$ cat config.mk
export PLATFORM = sky130hd
export DESIGN_NAME = adc_seq_controller
export DESIGN_NICKNAME = d
export VERILOG_FILES = /design/src/rtl/adc_seq_controller.sv
export SDC_FILE = /design/constraint.sdc
export NUM_CORES = 1
export LEC_CHECK = 0
export ABC_AREA = 0
export CELL_PAD_IN_SITES_DETAIL_PLACEMENT = 0
export CELL_PAD_IN_SITES_GLOBAL_PLACEMENT = 1
export CORE_UTILIZATION = 52
export CTS_BUF_LIST = sky130_fd_sc_hd__clkbuf_8
export CTS_CLUSTER_DIAMETER = 200
export DETAILED_ROUTE_END_ITERATION = 16
export DONT_BUFFER_PORTS = 1
export HOLD_SLACK_MARGIN = 0.05
export PLACE_DENSITY = 0.86
export SLEW_MARGIN = 30
export SYNTH_ARGS = -nofsm -noshare
export SYNTH_HDL_FRONTEND = slang
export SYNTH_SLANG_ARGS = --single-unit
$ cat constraint.sdc
create_clock -name clk_in -period 3.9 [get_ports clk_in]
set_input_delay 0.78 -clock clk_in [delete_from_list [all_inputs] [get_ports clk_in]]
set_output_delay 0.78 -clock clk_in [all_outputs]
set_load 0.05 [all_outputs]
$ cat src/rtl/adc_seq_controller.sv
// Serial ADC sequencer for AD76xx-class simultaneous-sampling converters: paces convst,
// deserialises the multi-lane readout into channel-indexed words and flags overrun/timeout.
module adc_seq_controller #(
  parameter int W_DATA      = 18,
  parameter int N_CHAN      = 8,
  parameter int N_LINES     = 2,
  parameter int MIN_T_CYCLE = 85,
  parameter int TIMEOUT     = 255,
  parameter int OS_INIT     = 1,
  parameter int OS_MIN      = 1,
  localparam int SLOTS   = N_CHAN / N_LINES,
  localparam int RD_LEN  = W_DATA * SLOTS,
  localparam int CH_W    = (SLOTS > 1) ? $clog2(SLOTS) : 1,
  localparam int WC_W    = (W_DATA > 1) ? $clog2(W_DATA) : 1,
  localparam int CNT_MAX = (RD_LEN > MIN_T_CYCLE) ? ((RD_LEN > TIMEOUT) ? RD_LEN : TIMEOUT)
                                                  : ((MIN_T_CYCLE > TIMEOUT) ? MIN_T_CYCLE : TIMEOUT),
  localparam int CNT_W   = $clog2(CNT_MAX + 1)
) (
  input  logic                        clk_in,
  input  logic                        reset_in,
  input  logic                        busy_in,
  input  logic [N_LINES-1:0]          data_in,
  input  logic [2:0]                  os_in,
  input  logic                        update_in,
  input  logic                        mode_in,
  input  logic                        start_in,
  input  logic                        stop_in,
  input  logic                        err_clr_in,
  output logic [2:0]                  os_out,
  output logic                        convst_out,
  output logic                        reset_out,
  output logic                        n_cs_out,
  output logic                        sclk_en_out,
  output logic [N_LINES*W_DATA-1:0]   data_out,
  output logic [CH_W-1:0]             chan_out,
  output logic                        data_valid_out,
  output logic                        frame_done_out,
  output logic                        active_out,
  output logic                        overrun_out,
  output logic                        timeout_out
);

  localparam logic [2:0] OS_RST = (OS_INIT < OS_MIN) ? 3'(OS_MIN) :
                                  (OS_INIT > 6)      ? 3'd6 : 3'(OS_INIT);

  function automatic logic [2:0] clamp_os(input logic [2:0] v);
    if (int'(v) < OS_MIN) return 3'(OS_MIN);
    else if (v > 3'd6)    return 3'd6;
    else                  return v;
  endfunction

  typedef enum logic [1:0] {C_IDLE, C_CONVST, C_CONV} c_state_t;
  typedef enum logic [1:0] {R_IDLE, R_READ, R_WAIT} r_state_t;

  c_state_t c_state, c_next;
  r_state_t r_state, r_next;

  logic                      busy_m, busy_s, busy_d, busy_rise;
  logic [CNT_W-1:0]          cyc_cnt;
  logic                      busy_seen, stop_pend, stop_any, timeout_set;
  logic [2:0]                os_pend;
  logic [WC_W-1:0]           wcnt;
  logic [CH_W-1:0]           slot;
  logic                      abort, shifting, overrun_set, word_end, frame_end;
  logic [N_LINES*W_DATA-1:0] shreg, word_next;

  always_ff @(posedge clk_in or posedge reset_in) begin
    if (reset_in) {busy_m, busy_s, busy_d} <= '0;
    else          {busy_m, busy_s, busy_d} <= {busy_in, busy_m, busy_s};
  end

  assign busy_rise = busy_s & ~busy_d;
  assign stop_any  = stop_pend | stop_in;

  // cyc_cnt is zero in the CONVST cycle, so it equals cycles elapsed since convst fell
  always_comb begin
    c_next      = c_state;
    timeout_set = 1'b0;
    case (c_state)
      C_IDLE:   if (start_in && !stop_in) c_next = C_CONVST;
      C_CONVST: c_next = C_CONV;
      C_CONV: begin
        if (!busy_seen && !busy_rise && cyc_cnt >= CNT_W'(TIMEOUT - 1)) begin
          timeout_set = 1'b1;
          c_next      = C_IDLE;
        end else if (busy_seen && !busy_s) begin
          if (mode_in || stop_any)                      c_next = C_IDLE;
          else if (cyc_cnt >= CNT_W'(MIN_T_CYCLE - 1))  c_next = C_CONVST;
        end
      end
      default: c_next = C_IDLE;
    endcase
  end

  always_ff @(posedge clk_in or posedge reset_in) begin
    if (reset_in) begin
      c_state   <= C_IDLE;
      cyc_cnt   <= '0;
      busy_seen <= 1'b0;
      stop_pend <= 1'b0;
      os_pend   <= OS_RST;
      os_out    <= OS_RST;
    end else begin
      c_state <= c_next;
      if (c_next == C_CONVST)     cyc_cnt <= '0;
      else if (cyc_cnt != '1)     cyc_cnt <= cyc_cnt + CNT_W'(1);
      if (c_next == C_CONVST)                     busy_seen <= 1'b0;
      else if (busy_rise && c_state != C_IDLE)    busy_seen <= 1'b1;
      if (c_next == C_IDLE) stop_pend <= 1'b0;
      else if (stop_in)     stop_pend <= 1'b1;
      if (update_in) os_pend <= clamp_os(os_in);
      if (c_state == C_IDLE || c_next == C_CONVST)
        os_out <= update_in ? clamp_os(os_in) : os_pend;
    end
  end

  // A busy rise during READ is an overrun: it takes priority over any capture that cycle
  assign overrun_set = (r_state == R_READ) && busy_rise;
  assign shifting    = (r_state == R_READ) && !abort && !busy_rise;
  assign word_end    = shifting && (wcnt == WC_W'(W_DATA - 1));
  assign frame_end   = word_end && (slot == CH_W'(SLOTS - 1));

  always_comb begin
    word_next = '0;
    for (int l = 0; l < N_LINES; l++)
      word_next[l*W_DATA +: W_DATA] = {shreg[l*W_DATA +: W_DATA-1], data_in[l]};
  end

  always_comb begin
    r_next = r_state;
    case (r_state)
      R_IDLE:  if (busy_rise) r_next = R_READ;
      R_READ:  if (frame_end) r_next = R_WAIT;
      R_WAIT:  if (!busy_s)   r_next = R_IDLE;
      default: r_next = R_IDLE;
    endcase
  end

  always_ff @(posedge clk_in or posedge reset_in) begin
    if (reset_in) begin
      r_state        <= R_IDLE;
      wcnt           <= '0;
      slot           <= '0;
      abort          <= 1'b0;
      shreg          <= '0;
      data_out       <= '0;
      chan_out       <= '0;
      data_valid_out <= 1'b0;
      frame_done_out <= 1'b0;
      overrun_out    <= 1'b0;
      timeout_out    <= 1'b0;
    end else begin
      r_state        <= r_next;
      abort          <= overrun_set;
      data_valid_out <= word_end;
      frame_done_out <= frame_end;
      if (r_state == R_IDLE || overrun_set) begin
        wcnt <= '0;
        slot <= '0;
      end else if (shifting) begin
        shreg <= word_next;
        if (word_end) begin
          wcnt <= '0;
          slot <= slot + CH_W'(1);
        end else begin
          wcnt <= wcnt + WC_W'(1);
        end
      end
      if (word_end) begin
        data_out <= word_next;
        chan_out <= slot;
      end
      overrun_out <= overrun_set | (overrun_out & ~err_clr_in);
      timeout_out <= timeout_set | (timeout_out & ~err_clr_in);
    end
  end

  assign convst_out  = (c_state != C_CONVST);
  assign active_out  = (c_state != C_IDLE);
  assign n_cs_out    = !((r_state == R_READ) && !abort);
  assign sclk_en_out = (r_state == R_READ) && !abort;
  assign reset_out   = reset_in;

endmodule
==> reports/summary.log <==
qor: outcome.run_status complete, no violations
qor: floorplan.num_io_pins 63
qor: route.postRouteWirelength 7190 um
qor: route.routed-wl-met2 3270 um
qor: finish.post_route_cells_drive_above_1_share 16.3%
qor: job.drv_cap 0
qor: finish.layout.nets 400
qor: critical_path.worst_reg_to_reg_path_cell_count 6
qor: power_and_ir_drop.leakagePower 2.23 nW
qor: floorplan.start_util 54.7%
qor: power_and_ir_drop.power.share.clock 24.1%
qor: global_routing.antenna_found_initial 0
qor: timing.slew-limit-headroom 45.5%
qor: power_and_ir_drop.combPwrFrac 15.4%
qor: timing.timing.final.crit_period 2.53 ns
qor: floorplan.placeableCoreArea 7890 um^2
qor: yosys.synth_enable_flop_cells 0
qor: place.gp_congestion 0.808
qor: yosys.ys.warnings.count 0
qor: timing.max_freq 0.396 GHz
qor: route.dr_total_vias 2585
qor: global_routing.via_count_of_the_first_global_routing_pass 2610
qor: clock_network.cts.sinks 107
qor: yosys.ys_top_cells_by_area sky130_fd_sc_hd__dfrtp_1 61%, sky130_fd_sc_hd__nand2_1 11%, sky130_fd_sc_hd__mux2_2 9.1%
qor: clock_network.clkTransAtPathRegs 0.10 ns
qor: yosys.postSynth.topFlopCell sky130_fd_sc_hd__dfrtp_1
qor: route.routed.top_layer met4
qor: critical_path.crit_required 4.12 ns
qor: yosys.postSynthNetCount 402
qor: min_path.timing.hold.worst.class reg -> reg
qor: critical_path.cp.arrival 2.75 ns
qor: clock_network.inserted_clock_buffers 9
qor: yosys.synth.top_cell.area_share 60.9%
qor: yosys.top_post_synthesis_cells_by_count 122 x sky130_fd_sc_hd__nand2_1, 105 x sky130_fd_sc_hd__dfrtp_1, 35 x sky130_fd_sc_hd__mux2_2
qor: global_routing.grt.overflow.total 0
qor: route.route.detailed.vias_per_inst 5.29
qor: global_routing.grt_max_degree 68
qor: route.post_drt_wl_per_cell 14.7 um
qor: route.first_pass_iters 4
qor: floorplan.placementRows 32
qor: route.first_iter_violations 105
qor: yosys.yosys.cell_count.top_type sky130_fd_sc_hd__nand2_1
qor: clock_network.cts_hold_buf 0
qor: critical_path.slowest_delay 0.72 ns
qor: clock_network.clockBufferDepth 2
qor: floorplan.die_height 93.1 um
qor: critical_path.timing.critical_path.slowest_stage_cell sky130_fd_sc_hd__or3b_1
qor: power_and_ir_drop.ir_worst_vdd 0.000280 V
qor: yosys.cell_count_after_synthesis 384
qor: critical_path.path_max_fanout 45
qor: timing.tightest_slew 0.817 ns
qor: power_and_ir_drop.pwr_density_cell 580 nW/um^2
qor: yosys.yosys.area.top_type sky130_fd_sc_hd__dfrtp_1
qor: clock_network.cts-root-buf sky130_fd_sc_hd__clkbuf_8
qor: critical_path.cpLargestDelayFamily simple AND/OR/NAND/NOR gates
qor: global_routing.grt_pass1_wl 12400 um
qor: yosys.ys_types 43
qor: timing.grt_setup_unrepaired false
qor: floorplan.die_area 8660 um^2
qor: yosys.post_synthesis_area_per_instance 11.2 um^2
qor: place.io_buffer_count 0
qor: power_and_ir_drop.intPower 1.82 mW
qor: yosys.synth_async_sr_flop_share 100%
qor: clock_network.cts_setup_buffers 0
qor: min_path.holdPathStages 0
qor: critical_path.timing_worst_setup_path_type reg -> reg
qor: global_routing.grt_usage 18.5%
qor: critical_path.crit_chain or3b_1 -> clkinv_8 -> nand3_2 -> inv_2 -> and2_1 -> a211oi_1
qor: critical_path.critical_path_cell_count 6
qor: timing.finalCritPeriodShare 64.8%
qor: timing.finClkSkew 0.0100 ns
qor: timing.max_transition_viols_final 0
qor: critical_path.cp_startpoint_kind flip-flop
qor: place.placed_wire_length_estimate_after_detailed_placement 4730 um
qor: timing.total_negative_slack_for_setup_checks 0 ns
qor: route.met3WireLength 490 um
qor: power_and_ir_drop.switching_part_of_the_total_power 31.2%
qor: finish.diodes 0
qor: yosys.synth.ff_latch_count 107
qor: critical_path.critical_path.n_buffers_inverters 2
qor: yosys.synth_seq_area_share 62.1%
qor: clock_network.ctsHtreeMaxLevel 3
qor: clock_network.clk-insertion-delay-late 0.36 ns
qor: route.met1_wirelength 3310 um
qor: timing.timing_hold_violations_final 0
qor: floorplan.chipWidth 93.1 um
qor: power_and_ir_drop.share_of_total_power_in_sequential_cells 60.5%
qor: route.postRouteAntennaNets 0
qor: yosys.synth_area 4310 um^2
qor: route.drc 0
qor: timing.holdWs 0.368 ns
qor: timing.finalSetupViolCount 0
qor: power_and_ir_drop.netSwitchingPower 0.825 mW
qor: finish.synthToLayoutAreaGrowth 5.54%
qor: clock_network.tritoncts built
qor: clock_network.cts_repair_resize_count 0
qor: critical_path.worstSetupEndpointType flip-flop
-- logic make-up after synthesis --
| kind of cell | share of synthesized area [%] |
|---|---|
| AO/OA/AOI/OAI | 4.00 |
| AND/OR/NAND/NOR | 16.8 |
| adder cells (fa/ha/maj) | 1.68 |
| multiplexers | 10.4 |
| XOR/XNOR | 1.22 |
| flip-flops | 62.1 |
| buffers and inverters | 3.71 |
-- per-layer routing --
metal  GRT usage (%)  vias up
met3            6.02       11
met4            6.92        0
met2            27.9       58
li1                -     1255
met1            25.0     1261
met5               0        -
-- worst reg2reg max path: cells and delay by family (launching register included) --
family,cells,cell delay (ns)
simple gates,3,1.10
buf+inv,2,0.81
flops,1,0.42
compound gates,1,0.06
-- power groups by stage --
stage / clock network [mW] / registers, mW / logic [mW]
CTS: 0.658 / 1.60 / 0.415
global route: 0.697 / 1.64 / 0.461
floorplan: 0 / 1.56 / 0.369
global placement: 0 / 1.61 / 0.395
detailed placement: 0 / 1.62 / 0.415
finish: 0.636 / 1.60 / 0.408
-- worst paths after layout --
path / start / end / slack [ns]
max: r_state[1]$_DFFE_PP0P_ / r_state[0]$_DFFE_PP0P_ / 1.37
min: busy_m$_DFF_PP0_ / busy_s$_DFF_PP0_ / 0.37
max reg2reg: r_state[1]$_DFFE_PP0P_ / r_state[0]$_DFFE_PP0P_ / 1.37
min reg2reg: busy_m$_DFF_PP0_ / busy_s$_DFF_PP0_ / 0.37
max in group asynchronous: reset_in / shreg[10]$_DFFE_PP0P_ / 2.67
min in group asynchronous: reset_in / data_out[1]$_DFFE_PP0P_ / 0.43
-- state kept, by name, summed over array words and instances, names as in the netlist, 2 cells and up --
signal / count
cyc_cnt: 8
data_out: 36
c_state: 2
chan_out: 2
shreg: 34
os_out: 3
os_pend: 3
r_state: 2
wcnt: 5
slot: 2
-- stage by stage --
stage / cell area, um^2 / utilization, % / setup WS, ns / power, mW / instances
floorplan: 4310 / - / 0.306 / 1.93 / 384
global placement: 4370 / 55.4 / 1.41 / 2.00 / 473
detailed placement: 4370 / 55.4 / 1.36 / 2.04 / 473
CTS: 4550 / 57.7 / 1.34 / 2.67 / 489
global route: 4550 / 57.7 / 1.19 / 2.80 / 489
finish: 4550 / 57.7 / 1.37 / 2.64 / 489
-- placed cells by master (no fill, tap or decap), drive strengths merged, types with 3 or more instances in the layout --
| cell type | count |
|---|---|
| nor2 | 17 |
| inv | 15 |
| nand2 | 123 |
| clkinv | 3 |
| dfrtp | 105 |
| mux2 | 39 |
| ha | 5 |
| nor3 | 10 |
| a31oi | 3 |
| buf | 3 |
| clkbuf | 10 |
| a211oi | 5 |
| nand2b | 3 |
| a21oi | 9 |
| xnor2 | 5 |
| nand3 | 6 |
-- layout make-up --
cell class | count | area [um^2]
Clock buffer | 10 | 138
Inverter | 13 | 63.8
Multi-Input combinational cell | 248 | 1470
Fill cell | 699 | 3340
Tap cell | 102 | 128
Timing Repair Buffer | 3 | 22.5
Sequential cell | 107 | 2680
Clock inverter | 6 | 47.5
Power figures use the tool's default switching activity.
